<file path="src/rtl/eth_rx_frame_ctrl.sv">
// eth_rx_frame_ctrl: writes GMII receive beats into a ring of 2^NBUF_LOG2 frame buffers and queues good frames for the host.
// Optional destination-address filter is built when RX_MAC_FILTER_EN is defined.
module eth_rx_frame_ctrl #(
    parameter int BUF_AW    = 11,
    parameter int NBUF_LOG2 = 2,
    parameter int MIN_LEN   = 64
) (
    input  logic                        clk,
    input  logic                        rst_n,
    input  logic [7:0]                  s_axis_tdata,
    input  logic                        s_axis_tvalid,
    input  logic                        s_axis_tlast,
    input  logic                        s_axis_tuser,
    input  logic                        rx_enable,
    output logic                        buf_we,
    output logic [NBUF_LOG2+BUF_AW-1:0] buf_waddr,
    output logic [7:0]                  buf_wdata,
    output logic                        rx_avail,
    output logic [NBUF_LOG2-1:0]        rx_head_idx,
    output logic [BUF_AW:0]             rx_len,
    input  logic                        rx_release,
    output logic [15:0]                 frames_ok,
    output logic [15:0]                 frames_drop,
    input  logic [47:0]                 mac_addr,
    input  logic                        promisc
);
    localparam int                   NBUF      = 2 ** NBUF_LOG2;
    localparam logic [BUF_AW:0]      BUF_SIZE  = {1'b1, {BUF_AW{1'b0}}};
    localparam logic [BUF_AW:0]      MIN_LEN_C = (BUF_AW+1)'(MIN_LEN);
    localparam logic [BUF_AW:0]      ONE_LEN   = (BUF_AW+1)'(1);
    localparam logic [BUF_AW:0]      FILT_LAST = (BUF_AW+1)'(5);
    localparam logic [NBUF_LOG2+1:0] NBUF_C    = (NBUF_LOG2+2)'(NBUF);

    typedef enum logic [1:0] {IDLE = 2'd0, RECV = 2'd1, DROP = 2'd2} state_t;

    function automatic logic [15:0] sat_inc(input logic [15:0] v);
        return (v == 16'hFFFF) ? v : v + 16'd1;
    endfunction

    state_t                        state_r;
    logic [NBUF_LOG2-1:0]          wr_idx_r, rd_idx_r;
    logic [NBUF_LOG2:0]            count_r, count_nxt_s;
    logic [BUF_AW:0]               byte_cnt_r, end_len_s;
    logic [BUF_AW:0]               len_mem_r [NBUF];
    logic                          commit_now_r, commit_late_r, drop_counted_r;
    logic                          buf_we_r, rx_avail_r;
    logic [NBUF_LOG2+BUF_AW-1:0]   buf_waddr_r;
    logic [7:0]                    buf_wdata_r;
    logic [15:0]                   frames_ok_r, frames_drop_r;
    logic [NBUF_LOG2+1:0]          busy_s;
    logic                          full_s, release_s, good_s, filt_fail_s;

`ifdef RX_MAC_FILTER_EN
    function automatic logic [7:0] mac_byte(input logic [47:0] mac, input logic [2:0] idx);
        case (idx)
            3'd0:    return mac[47:40];
            3'd1:    return mac[39:32];
            3'd2:    return mac[31:24];
            3'd3:    return mac[23:16];
            3'd4:    return mac[15:8];
            3'd5:    return mac[7:0];
            default: return 8'h00;
        endcase
    endfunction

    logic uc_ok_r, bc_ok_r, hit_uc_s, hit_bc_s;

    // Destination compare against station and broadcast address, decided on byte 5
    always_comb begin
        hit_uc_s    = (s_axis_tdata == mac_byte(mac_addr, byte_cnt_r[2:0]));
        hit_bc_s    = (s_axis_tdata == 8'hFF);
        filt_fail_s = (state_r == RECV) && (byte_cnt_r == FILT_LAST) && !promisc &&
                      !(uc_ok_r && hit_uc_s) && !(bc_ok_r && hit_bc_s);
    end
`else
    logic unused_s;
    assign unused_s = ^{mac_addr, promisc};

    // No address filter in this build
    always_comb begin
        filt_fail_s = 1'b0;
    end
`endif

    // Occupancy counts commits still in flight so a back-to-back frame never reuses a busy slot
    always_comb begin
        busy_s    = (NBUF_LOG2+2)'(count_r) + (NBUF_LOG2+2)'(commit_now_r) + (NBUF_LOG2+2)'(commit_late_r);
        full_s    = (busy_s >= NBUF_C);
        release_s = rx_release && rx_avail_r;
        if (state_r == IDLE) begin
            end_len_s = ONE_LEN;
        end else begin
            end_len_s = byte_cnt_r + ONE_LEN;
        end
        good_s = !s_axis_tuser && (end_len_s >= MIN_LEN_C) && !filt_fail_s;
        case ({commit_late_r, release_s})
            2'b10:   count_nxt_s = count_r + (NBUF_LOG2+1)'(1);
            2'b01:   count_nxt_s = count_r - (NBUF_LOG2+1)'(1);
            default: count_nxt_s = count_r;
        endcase
    end

    // Receive FSM: RAM write port, buffer lengths, write index and frame counters
    always_ff @(posedge clk or negedge rst_n) begin
        if (!rst_n) begin
            state_r        <= IDLE;
            wr_idx_r       <= {NBUF_LOG2{1'b0}};
            byte_cnt_r     <= {(BUF_AW+1){1'b0}};
            commit_now_r   <= 1'b0;
            drop_counted_r <= 1'b0;
            buf_we_r       <= 1'b0;
            buf_waddr_r    <= {(NBUF_LOG2+BUF_AW){1'b0}};
            buf_wdata_r    <= 8'h00;
            frames_ok_r    <= 16'h0000;
            frames_drop_r  <= 16'h0000;
            for (int i = 0; i < NBUF; i++) len_mem_r[i] <= {(BUF_AW+1){1'b0}};
`ifdef RX_MAC_FILTER_EN
            uc_ok_r        <= 1'b0;
            bc_ok_r        <= 1'b0;
`endif
        end else begin
            buf_we_r     <= 1'b0;
            commit_now_r <= 1'b0;
            if (s_axis_tvalid) begin
                case (state_r)
                    IDLE: begin
                        drop_counted_r <= 1'b0;
                        if (!rx_enable || full_s) begin
                            if (s_axis_tlast) frames_drop_r <= sat_inc(frames_drop_r);
                            else              state_r       <= DROP;
                        end else begin
                            buf_we_r    <= 1'b1;
                            buf_waddr_r <= {wr_idx_r, {BUF_AW{1'b0}}};
                            buf_wdata_r <= s_axis_tdata;
                            byte_cnt_r  <= ONE_LEN;
`ifdef RX_MAC_FILTER_EN
                            uc_ok_r     <= (s_axis_tdata == mac_addr[47:40]);
                            bc_ok_r     <= (s_axis_tdata == 8'hFF);
`endif
                            if (s_axis_tlast) begin
                                if (good_s) begin
                                    len_mem_r[wr_idx_r] <= end_len_s;
                                    wr_idx_r            <= wr_idx_r + 1'b1;
                                    frames_ok_r         <= sat_inc(frames_ok_r);
                                    commit_now_r        <= 1'b1;
                                end else begin
                                    frames_drop_r <= sat_inc(frames_drop_r);
                                end
                            end else begin
                                state_r <= RECV;
                            end
                        end
                    end
                    RECV: begin
                        if (byte_cnt_r == BUF_SIZE) begin
                            if (s_axis_tlast) begin
                                frames_drop_r <= sat_inc(frames_drop_r);
                                state_r       <= IDLE;
                            end else begin
                                state_r <= DROP;
                            end
                        end else begin
                            buf_we_r    <= 1'b1;
                            buf_waddr_r <= {wr_idx_r, byte_cnt_r[BUF_AW-1:0]};
                            buf_wdata_r <= s_axis_tdata;
                            byte_cnt_r  <= byte_cnt_r + ONE_LEN;
`ifdef RX_MAC_FILTER_EN
                            if (byte_cnt_r <= FILT_LAST) begin
                                uc_ok_r <= uc_ok_r && hit_uc_s;
                                bc_ok_r <= bc_ok_r && hit_bc_s;
                            end
`endif
                            if (s_axis_tlast) begin
                                if (good_s) begin
                                    len_mem_r[wr_idx_r] <= end_len_s;
                                    wr_idx_r            <= wr_idx_r + 1'b1;
                                    frames_ok_r         <= sat_inc(frames_ok_r);
                                    commit_now_r        <= 1'b1;
                                end else begin
                                    frames_drop_r <= sat_inc(frames_drop_r);
                                end
                                state_r <= IDLE;
                            end else if (filt_fail_s) begin
                                frames_drop_r  <= sat_inc(frames_drop_r);
                                drop_counted_r <= 1'b1;
                                state_r        <= DROP;
                            end
                        end
                    end
                    DROP: begin
                        if (s_axis_tlast) begin
                            if (!drop_counted_r) frames_drop_r <= sat_inc(frames_drop_r);
                            state_r <= IDLE;
                        end
                    end
                    default: state_r <= IDLE;
                endcase
            end
        end
    end

    // Host queue: a commit becomes visible one edge after its last RAM write
    always_ff @(posedge clk or negedge rst_n) begin
        if (!rst_n) begin
            commit_late_r <= 1'b0;
            count_r       <= {(NBUF_LOG2+1){1'b0}};
            rd_idx_r      <= {NBUF_LOG2{1'b0}};
            rx_avail_r    <= 1'b0;
        end else begin
            commit_late_r <= commit_now_r;
            count_r       <= count_nxt_s;
            rx_avail_r    <= (count_nxt_s != {(NBUF_LOG2+1){1'b0}});
            if (release_s) rd_idx_r <= rd_idx_r + 1'b1;
        end
    end

    assign buf_we      = buf_we_r;
    assign buf_waddr   = buf_waddr_r;
    assign buf_wdata   = buf_wdata_r;
    assign rx_avail    = rx_avail_r;
    assign rx_head_idx = rd_idx_r;
    assign rx_len      = len_mem_r[rd_idx_r];
    assign frames_ok   = frames_ok_r;
    assign frames_drop = frames_drop_r;

endmodule
</file>
<file path="config.mk">
export PLATFORM = sky130hd
export DESIGN_NAME = eth_rx_frame_ctrl
export DESIGN_NICKNAME = d
export VERILOG_FILES = /design/src/rtl/eth_rx_frame_ctrl.sv
export SDC_FILE = /design/constraint.sdc
export NUM_CORES = 1
export LEC_CHECK = 0
export CORE_MARGIN = 10
export CORE_UTILIZATION = 55
export CTS_BUF_LIST = sky130_fd_sc_hd__clkbuf_4
export DETAILED_ROUTE_END_ITERATION = 10
export DONT_BUFFER_PORTS = 1
export GPL_ROUTABILITY_DRIVEN = 1
export HOLD_SLACK_MARGIN = 0.15
export PLACE_DENSITY = 0.73
export SKIP_LAST_GASP = 1
export SLEW_MARGIN = 20
export SYNTH_ARGS = -nofsm -noshare
export SYNTH_HDL_FRONTEND = slang
export SYNTH_SLANG_ARGS = --single-unit
</file>
<file path="constraint.sdc">
create_clock -name clk -period 2.5 [get_ports clk]
set_input_delay 0.625 -clock clk [delete_from_list [all_inputs] [get_ports clk]]
set_output_delay 0.625 -clock clk [all_outputs]
set_load 0.05 [all_outputs]
</file>
==> impl_metrics.py, run 1 <==
metrics = {
    "yosys": {
        "avgSynthCellArea_sq_um": 10.9,
        "netlist_area_sq_um": 7510,
        "synthArstFlopShare_pct": 100,
        "ys_warn_count": 0,
        "synth-main-ff-cell": "dfrtp_1",
        "syn_inst": 689,
        "ys_seq_elements": 126,
        "seq_area_frac_synth_pct": 42.0,
        "syn_nets": 768,
        "ys_types": 84,
        "synth_edf_count": 0,
    },
    "final_layout": {
        "drive_gt1_share_pct": 42.8,
        "num_antenna_cells": 0,
        "fillCellCount": 953,
        "regArea_sq_um": 3170,
        "syn_to_final_growth_pct": 26.0,
        "final_core_util_pct": 71.2,
        "final_nets": 894,
        "stdcell_area_sq_um": 9470,
        "multi_input_area_sq_um": 4370,
    },
    "floorplan": {
        "row_count": 42,
        "io_pins": 133,
        "start_util_pct": 56.5,
        "die_h_um": 137,
        "fp.dieW_um": 137,
        "coreArea_sq_um": 13300,
        "die-area_sq_um": 18700,
    },
    "routing": {
        "via_per_inst": 6.15,
        "drtPass1Iterations": 5,
        "wl_met1_mm": 8.23,
        "dr_wl_met3_mm": 1.43,
        "drc_errors": 0,
        "wl_met2_mm": 10.5,
        "drtIter0Drc": 406,
        "topRoutingLayerUsed": "met4",
        "vias": 6173,
        "antenna_left": 0,
        "wl_mm": 20.6,
        "wl_per_cell_um": 20.5,
    },
    "worst_setup_path": {
        "worstPathRequired_ns": 2.93,
        "crit_chain": "ha_4 > nand4_1 > buf_4 > nor3_2 > or3b_4 > and3_4 > nor2_8 > and2_4 > buf_12 > mux2_4",
        "slowest_delay_ns": 0.47,
        "arrival_ns": 3.02,
        "end_kind": "flip-flop",
        "startpoint_type": "flip-flop",
        "crit_slowest_cell": "dfrtp_2",
        "worstPathMaxFanout": 6,
        "crit_type": "reg2reg",
    },
    "placement": {
        "place_congestion": 0.945,
        "place_area_sq_um": 8560,
        "dp_hpwl_mm": 14.6,
        "portBuffers": 0,
    },
    "status": {
        "failed_checks": "negative hold slack, negative setup slack",
        "run_status": "finished with violations",
    },
    "cts": {
        "cts_buffer_depth": 2,
        "clk_latency_ns": 0.56,
        "cts_made_buffers": 17,
        "cts-root-buf": "clkbuf_4",
        "cts_tree": "built",
        "cts_sinks": 126,
        "htreeDepth": 4,
        "clkTransAtPathRegs_ns": 0.13,
    },
    "timing": {
        "fmax_ghz": 0.386,
        "setup_violations": 51,
        "fin_ws_ns": -0.0892,
        "fin_crit_sh_pct": 104,
        "hold_viol": 126,
        "fin_skew_ns": 0.0205,
        "fin_crit_ns": 2.59,
        "tightest_slew_ns": 0.551,
        "drv_slew": 0,
        "max_slew_margin_pct": 63.2,
        "rsz0062_at_grt": "yes",
        "hold-worst-slack_ns": -0.248,
    },
    "grt": {
        "grt_usage_pct": 21.7,
        "antenna_found_initial": 0,
        "grt.overflow.total": 0,
        "grt_max_degree": 127,
        "grt_pass1_vias": 6280,
        "grt_pass1_wl_mm": 32.4,
    },
    "worst_hold_path": {
        "worstHoldPathType": "in2async",
    },
    "job": {
        "drv_cap": 0,
    },
    "pwr": {
        "power_density_nw_per_um2": 864,
        "p_leak_nw": 4.22,
        "p_total_mw": 8.18,
        "ir_worst_vdd_uv": 627,
    },
}
==> through the flow <==
stage                     TNS [ns]  cells  setup WS [ns]
after detailed placement     -5.08    949         -0.158
final                        -2.40   1004        -0.0892
after CTS                    -1.27    994        -0.0525
after floorplan              -4.75    689         -0.113
after global routing         -6.86   1004         -0.143
after global placement       -1.75    949         -0.111
==> layout make-up <==
class / instances / share of cell area, %
clock buffers: 20 / 1.59
repair buffers: 155 / 14.7
multi-input cells: 496 / 46.2
clock inverters: 12 / 1.03
inverters: 19 / 0.753
flip-flops and latches: 126 / 33.5
well taps: 176 / 2.33
==> kinds of logic after synthesis <==
| family | after synthesis | synth area share [%] |
|---|---|---|
| compound gates | 153 | 14.3 |
| simple gates | 217 | 17.4 |
| buf+inv | 68 | 4.68 |
| mux | 74 | 14.9 |
| xor+xnor | 36 | 4.20 |
| flops | 126 | 42.0 |
| fa+ha+maj | 15 | 2.60 |
==> layout by cell type (no fill, tap or decap), types with 5 or more instances in the layout <==
| cell | n |
|---|---|
| mux2_4 | 47 |
| nand4_1 | 9 |
| buf_4 | 121 |
| nand2_1 | 39 |
| o31ai_1 | 5 |
| dfrtp_1 | 116 |
| ha_1 | 11 |
| dfrtp_2 | 9 |
| nand2b_1 | 5 |
| xor2_1 | 10 |
| nand3_1 | 20 |
| a22o_1 | 11 |
| a31o_2 | 6 |
| a221oi_2 | 5 |
| mux2_2 | 13 |
| and2_4 | 6 |
| clkbuf_4 | 20 |
| inv_1 | 15 |
| a21oi_1 | 28 |
| xnor2_1 | 23 |
| and4_1 | 8 |
| a311oi_1 | 5 |
| buf_12 | 11 |
| buf_6 | 23 |
| a31oi_1 | 7 |
| nor2_1 | 44 |
| o21ai_1 | 5 |
| mux4_2 | 12 |
| and3_1 | 20 |
| o21ai_0 | 32 |
| nor3_1 | 7 |
| and2_1 | 8 |
==> state kept, by name, indices dropped and copies added (netlist names) <==
signal / cells
rx_avail: 1
buf_wdata: 8
count_r: 3
len_mem_r: 48
commit_late_r: 1
wr_idx_r: 2
rx_head_idx: 2
frames_ok: 16
buf_waddr: 13
buf_we: 1
state_r: 2
byte_cnt_r: 12
frames_drop: 16
commit_now_r: 1
==> repair_timing <==
action | 4_1_cts | 5_1_grt
setup endpoints to repair | 90 | 87
endpoints found under the hold margin | 126 | 126
buffers inserted | 12 | 9
pin swaps | 5 | 30
cloned | 1 | 1
resized for setup | 18 | 90
==> cell usage after synthesis, types with 4 or more instances <==
| master | instances | area share, % |
|---|---|---|
| nand2b_1 | 5 | 0.42 |
| nor2_1 | 44 | 2.2 |
| xor2_1 | 10 | 1.2 |
| nor3_1 | 10 | 0.67 |
| a21oi_1 | 30 | 2.0 |
| xnor2_1 | 26 | 3.0 |
| buf_6 | 9 | 1.3 |
| mux2_2 | 20 | 3.0 |
| a22o_1 | 11 | 1.3 |
| a31oi_1 | 9 | 0.75 |
| buf_2 | 4 | 0.27 |
| ha_1 | 14 | 2.3 |
| mux2_4 | 40 | 8.0 |
| and3_1 | 21 | 1.7 |
| and2_1 | 10 | 0.83 |
| clkbuf_1 | 26 | 1.3 |
| a221oi_1 | 5 | 0.58 |
| nand4_1 | 9 | 0.75 |
| o31ai_1 | 6 | 0.60 |
| inv_1 | 18 | 0.90 |
| mux4_2 | 12 | 3.6 |
| and2_4 | 4 | 0.47 |
| o21ai_0 | 39 | 2.6 |
| a211oi_1 | 5 | 0.50 |
| nor4_1 | 6 | 0.50 |
| a311oi_1 | 7 | 0.82 |
| a31o_2 | 6 | 0.70 |
| buf_4 | 5 | 0.50 |
| nor3b_1 | 4 | 0.40 |
| dfrtp_1 | 126 | 42 |
| nand3_1 | 26 | 1.7 |
| and4_1 | 8 | 0.93 |
| nand2_1 | 39 | 1.9 |
==> report_power, final <==
| group | switching (mW) | internal [mW] |
|---|---|---|
| clock network | 0.780 | 0.515 |
| logic | 2.34 | 1.61 |
| registers | 0.592 | 2.35 |
| total | 3.71 | 4.47 |
==> critical path: cells and delay by family (launching register included) <==
kind | cells | cell delay (ns)
fa+ha+maj | 1 | 0.19
buf+inv | 2 | 0.29
flops | 1 | 0.47
mux | 1 | 0.30
simple gates | 6 | 1.19
==> metal layers <==
| metal | track usage (%) | up-vias |
|---|---|---|
| li1 | - | 2798 |
| met5 | 0 | - |
| met3 | 5.98 | 52 |
| met4 | 7.20 | 0 |
| met2 | 37.5 | 214 |
| met1 | 25.5 | 3109 |
==> worst paths after layout <==
check | start | to | slack, ns | depth (start not counted)
setup / recovery | byte_cnt_r[1] | len_mem_r[4] | -0.09 | 10
hold reg to reg | commit_now_r | commit_late_r | 0.41 | 0
setup reg to reg | byte_cnt_r[1] | len_mem_r[4] | -0.09 | 10
min in group clk | s_axis_tvalid | state_r[0] | 0.21 | 1
max in group asynchronous | rst_n | rx_head_idx[0] | 2.58 | 0
hold / removal | rst_n | byte_cnt_r[1] | -0.25 | 0
No activity file was read; power rests on OpenSTA's default activity.
==> run 2: changes to the inputs <==
PLACE_DENSITY = 0.7   (was 0.73)
clock period = 3.17 ns   (was 2.5 ns; I/O delays follow)
==> run 2 against run 1 <==
Against the previous run: cell count decreased by 10%; largest power group unchanged; sequential power shrank 20%; worst hold slack gained 0.19 ns; the flow finishes with violations (negative hold slack); wire length is 8.3% lower; non-clock buffer count down 105; critical path type unchanged; critical endpoint is now frames_drop[4]; sequential share of layout area rose by 5.4 points.
==> impl_metrics.py, run 2 (synthesis results as in run 1) <==
metrics = {
    "pwr": {
        "p_leak_nw": 3.58,
        "power_density_nw_per_um2": 739,
        "ir_worst_vdd_uv": 806,
        "p_total_mw": 6.00,
    },
    "timing": {
        "fin_crit_ns": 2.98,
        "tightest_slew_ns": 0.683,
        "rsz0062_at_grt": "no",
        "fin_skew_ns": 0.0177,
        "tns_ns": 0,
        "hold-worst-slack_ns": -0.0608,
        "fmax_ghz": 0.336,
        "hold_viol": 126,
        "setup_violations": 0,
        "max_slew_margin_pct": 54.5,
        "drv_slew": 0,
        "fin_crit_sh_pct": 93.9,
    },
    "cts": {
        "cts_tree": "built",
        "cts_sinks": 126,
        "clkTransAtPathRegs_ns": 0.12,
        "cts_buffer_depth": 2,
        "clk_latency_ns": 0.53,
        "cts-root-buf": "clkbuf_4",
        "cts_setup_buffers": 0,
        "htreeDepth": 4,
        "cts_made_buffers": 17,
    },
    "worst_setup_path": {
        "worstPathRequired_ns": 3.58,
        "crit_slowest_cell": "dfrtp_1",
        "end_kind": "flip-flop",
        "crit_chain": "ha_2 > nand4_1 > o21ai_1 > or3b_1 > buf_4 > a31o_2 > and2_1 > and3_1 > nor3_1",
        "arrival_ns": 3.39,
        "crit_type": "reg2reg",
        "slowest_delay_ns": 0.48,
        "worstPathMaxFanout": 10,
        "r2r_setup_slack_ns": 0.19,
        "r2r_end": "frames_drop[4]",
        "reg2reg_depth": 9,
        "startpoint_type": "flip-flop",
        "r2r-start": "byte_cnt_r[1]",
    },
    "final_layout": {
        "largest_register": "len_mem_r",
        "drive_gt1_share_pct": 26.7,
        "syn_to_final_growth_pct": 8.11,
        "fillCellCount": 1076,
        "final_common_cell": "dfrtp_1",
        "layout_common_cells": "dfrtp_1, buf_4, nor2_1, mux2_4",
        "stdcell_area_sq_um": 8120,
        "final_nets": 788,
        "largest_register_ffs": 48,
    },
    "floorplan": {
        "io_pins": 133,
        "start_util_pct": 56.5,
        "coreArea_sq_um": 13300,
        "die-area_sq_um": 18700,
        "die_h_um": 137,
        "fp.dieW_um": 137,
        "row_count": 42,
    },
    "placement": {
        "portBuffers": 0,
        "dp_hpwl_mm": 13.3,
        "place_congestion": 0.928,
        "place_area_sq_um": 7840,
    },
    "routing": {
        "vias": 5729,
        "drc_errors": 0,
        "drtPass1Iterations": 5,
        "drtIter0Drc": 574,
        "via_per_inst": 6.37,
        "antenna_left": 0,
        "wl_mm": 18.9,
        "wl_per_cell_um": 21.0,
    },
    "job": {
        "drv_cap": 0,
    },
    "grt": {
        "grt.overflow.total": 0,
        "grt_max_degree": 127,
        "antenna_found_initial": 1,
        "grt_pass1_wl_mm": 30.6,
        "grt_pass1_vias": 5699,
        "grt_usage_pct": 20.5,
    },
    "status": {
        "run_status": "finished with violations",
        "failed_checks": "negative hold slack",
    },
    "worst_hold_path": {
        "worstHoldPathType": "in2async",
    },
}
-- run 2: worst max-delay path by stage --
stage | from | slack (ns) | cells after the start | to
floorplan | rx_head_idx[0] | 0.19 | 3 | rx_len[10]
global route | byte_cnt_r[1] | 0.01 | 9 | frames_drop[4]
detailed placement | byte_cnt_r[1] | 0.19 | 9 | frames_ok[5]
CTS | byte_cnt_r[1] | 0.17 | 9 | frames_ok[5]
finish | byte_cnt_r[1] | 0.19 | 9 | frames_drop[4]
global placement | byte_cnt_r[1] | 0.30 | 9 | frames_ok[5]
-- run 2: where the power goes --
part | total, mW | switching, mW | internal (mW)
Clock | 1.11 | 0.606 | 0.500
Sequential | 2.34 | 0.495 | 1.84
Combinational | 2.56 | 1.64 | 0.914
Total | 6.00 | 2.74 | 3.26
-- run 2: final cells by class --
cell class / instances / area, sq um / area share, %
inverters: 19 / 71.3 / 0.878
well taps: 176 / 220 / 2.71
multi-input cells: 495 / 4010 / 49.4
repair buffers: 50 / 388 / 4.78
clock buffers: 21 / 158 / 1.94
clock inverters: 11 / 116 / 1.43
diodes: 2 / 5.00 / 0.0616
flip-flops and latches: 126 / 3150 / 38.8
-- run 2: what timing repair did --
action / CTS / global route
hold endpoints to repair: 126 / 126
gates resized for setup: 0 / 1
endpoints found under the setup margin: 0 / 7
-- run 2: layer usage --
metal / share of wire [%] / vias up / wire length, um / global-route usage, %
met2: 47 / 255 / 8940 / 31.7
met5: 0 / - / 0 / 0
li1: - / 2580 / - / -
met3: 7.9 / 50 / 1500 / 5.57
met1: 43 / 2844 / 8060 / 26.7
met4: 2.1 / 0 / 403 / 8.26
-- run 2: through the flow --
stage,setup WS [ns],utilization (%),std cells
floorplan,0.192,-,689
finish,0.193,61.1,900
global route,0.0128,61.1,900
CTS,0.167,61.0,898
global placement,0.300,59.0,866
detailed placement,0.188,59.0,866
-- run 2: worst max-delay path, delay by kind of cell (launching register included) --
| family | cells | cell delay [ns] |
|---|---|---|
| simple gates | 5 | 1.43 |
| flops | 1 | 0.48 |
| compound gates | 2 | 0.49 |
| buf+inv | 1 | 0.18 |
| fa+ha+maj | 1 | 0.28 |
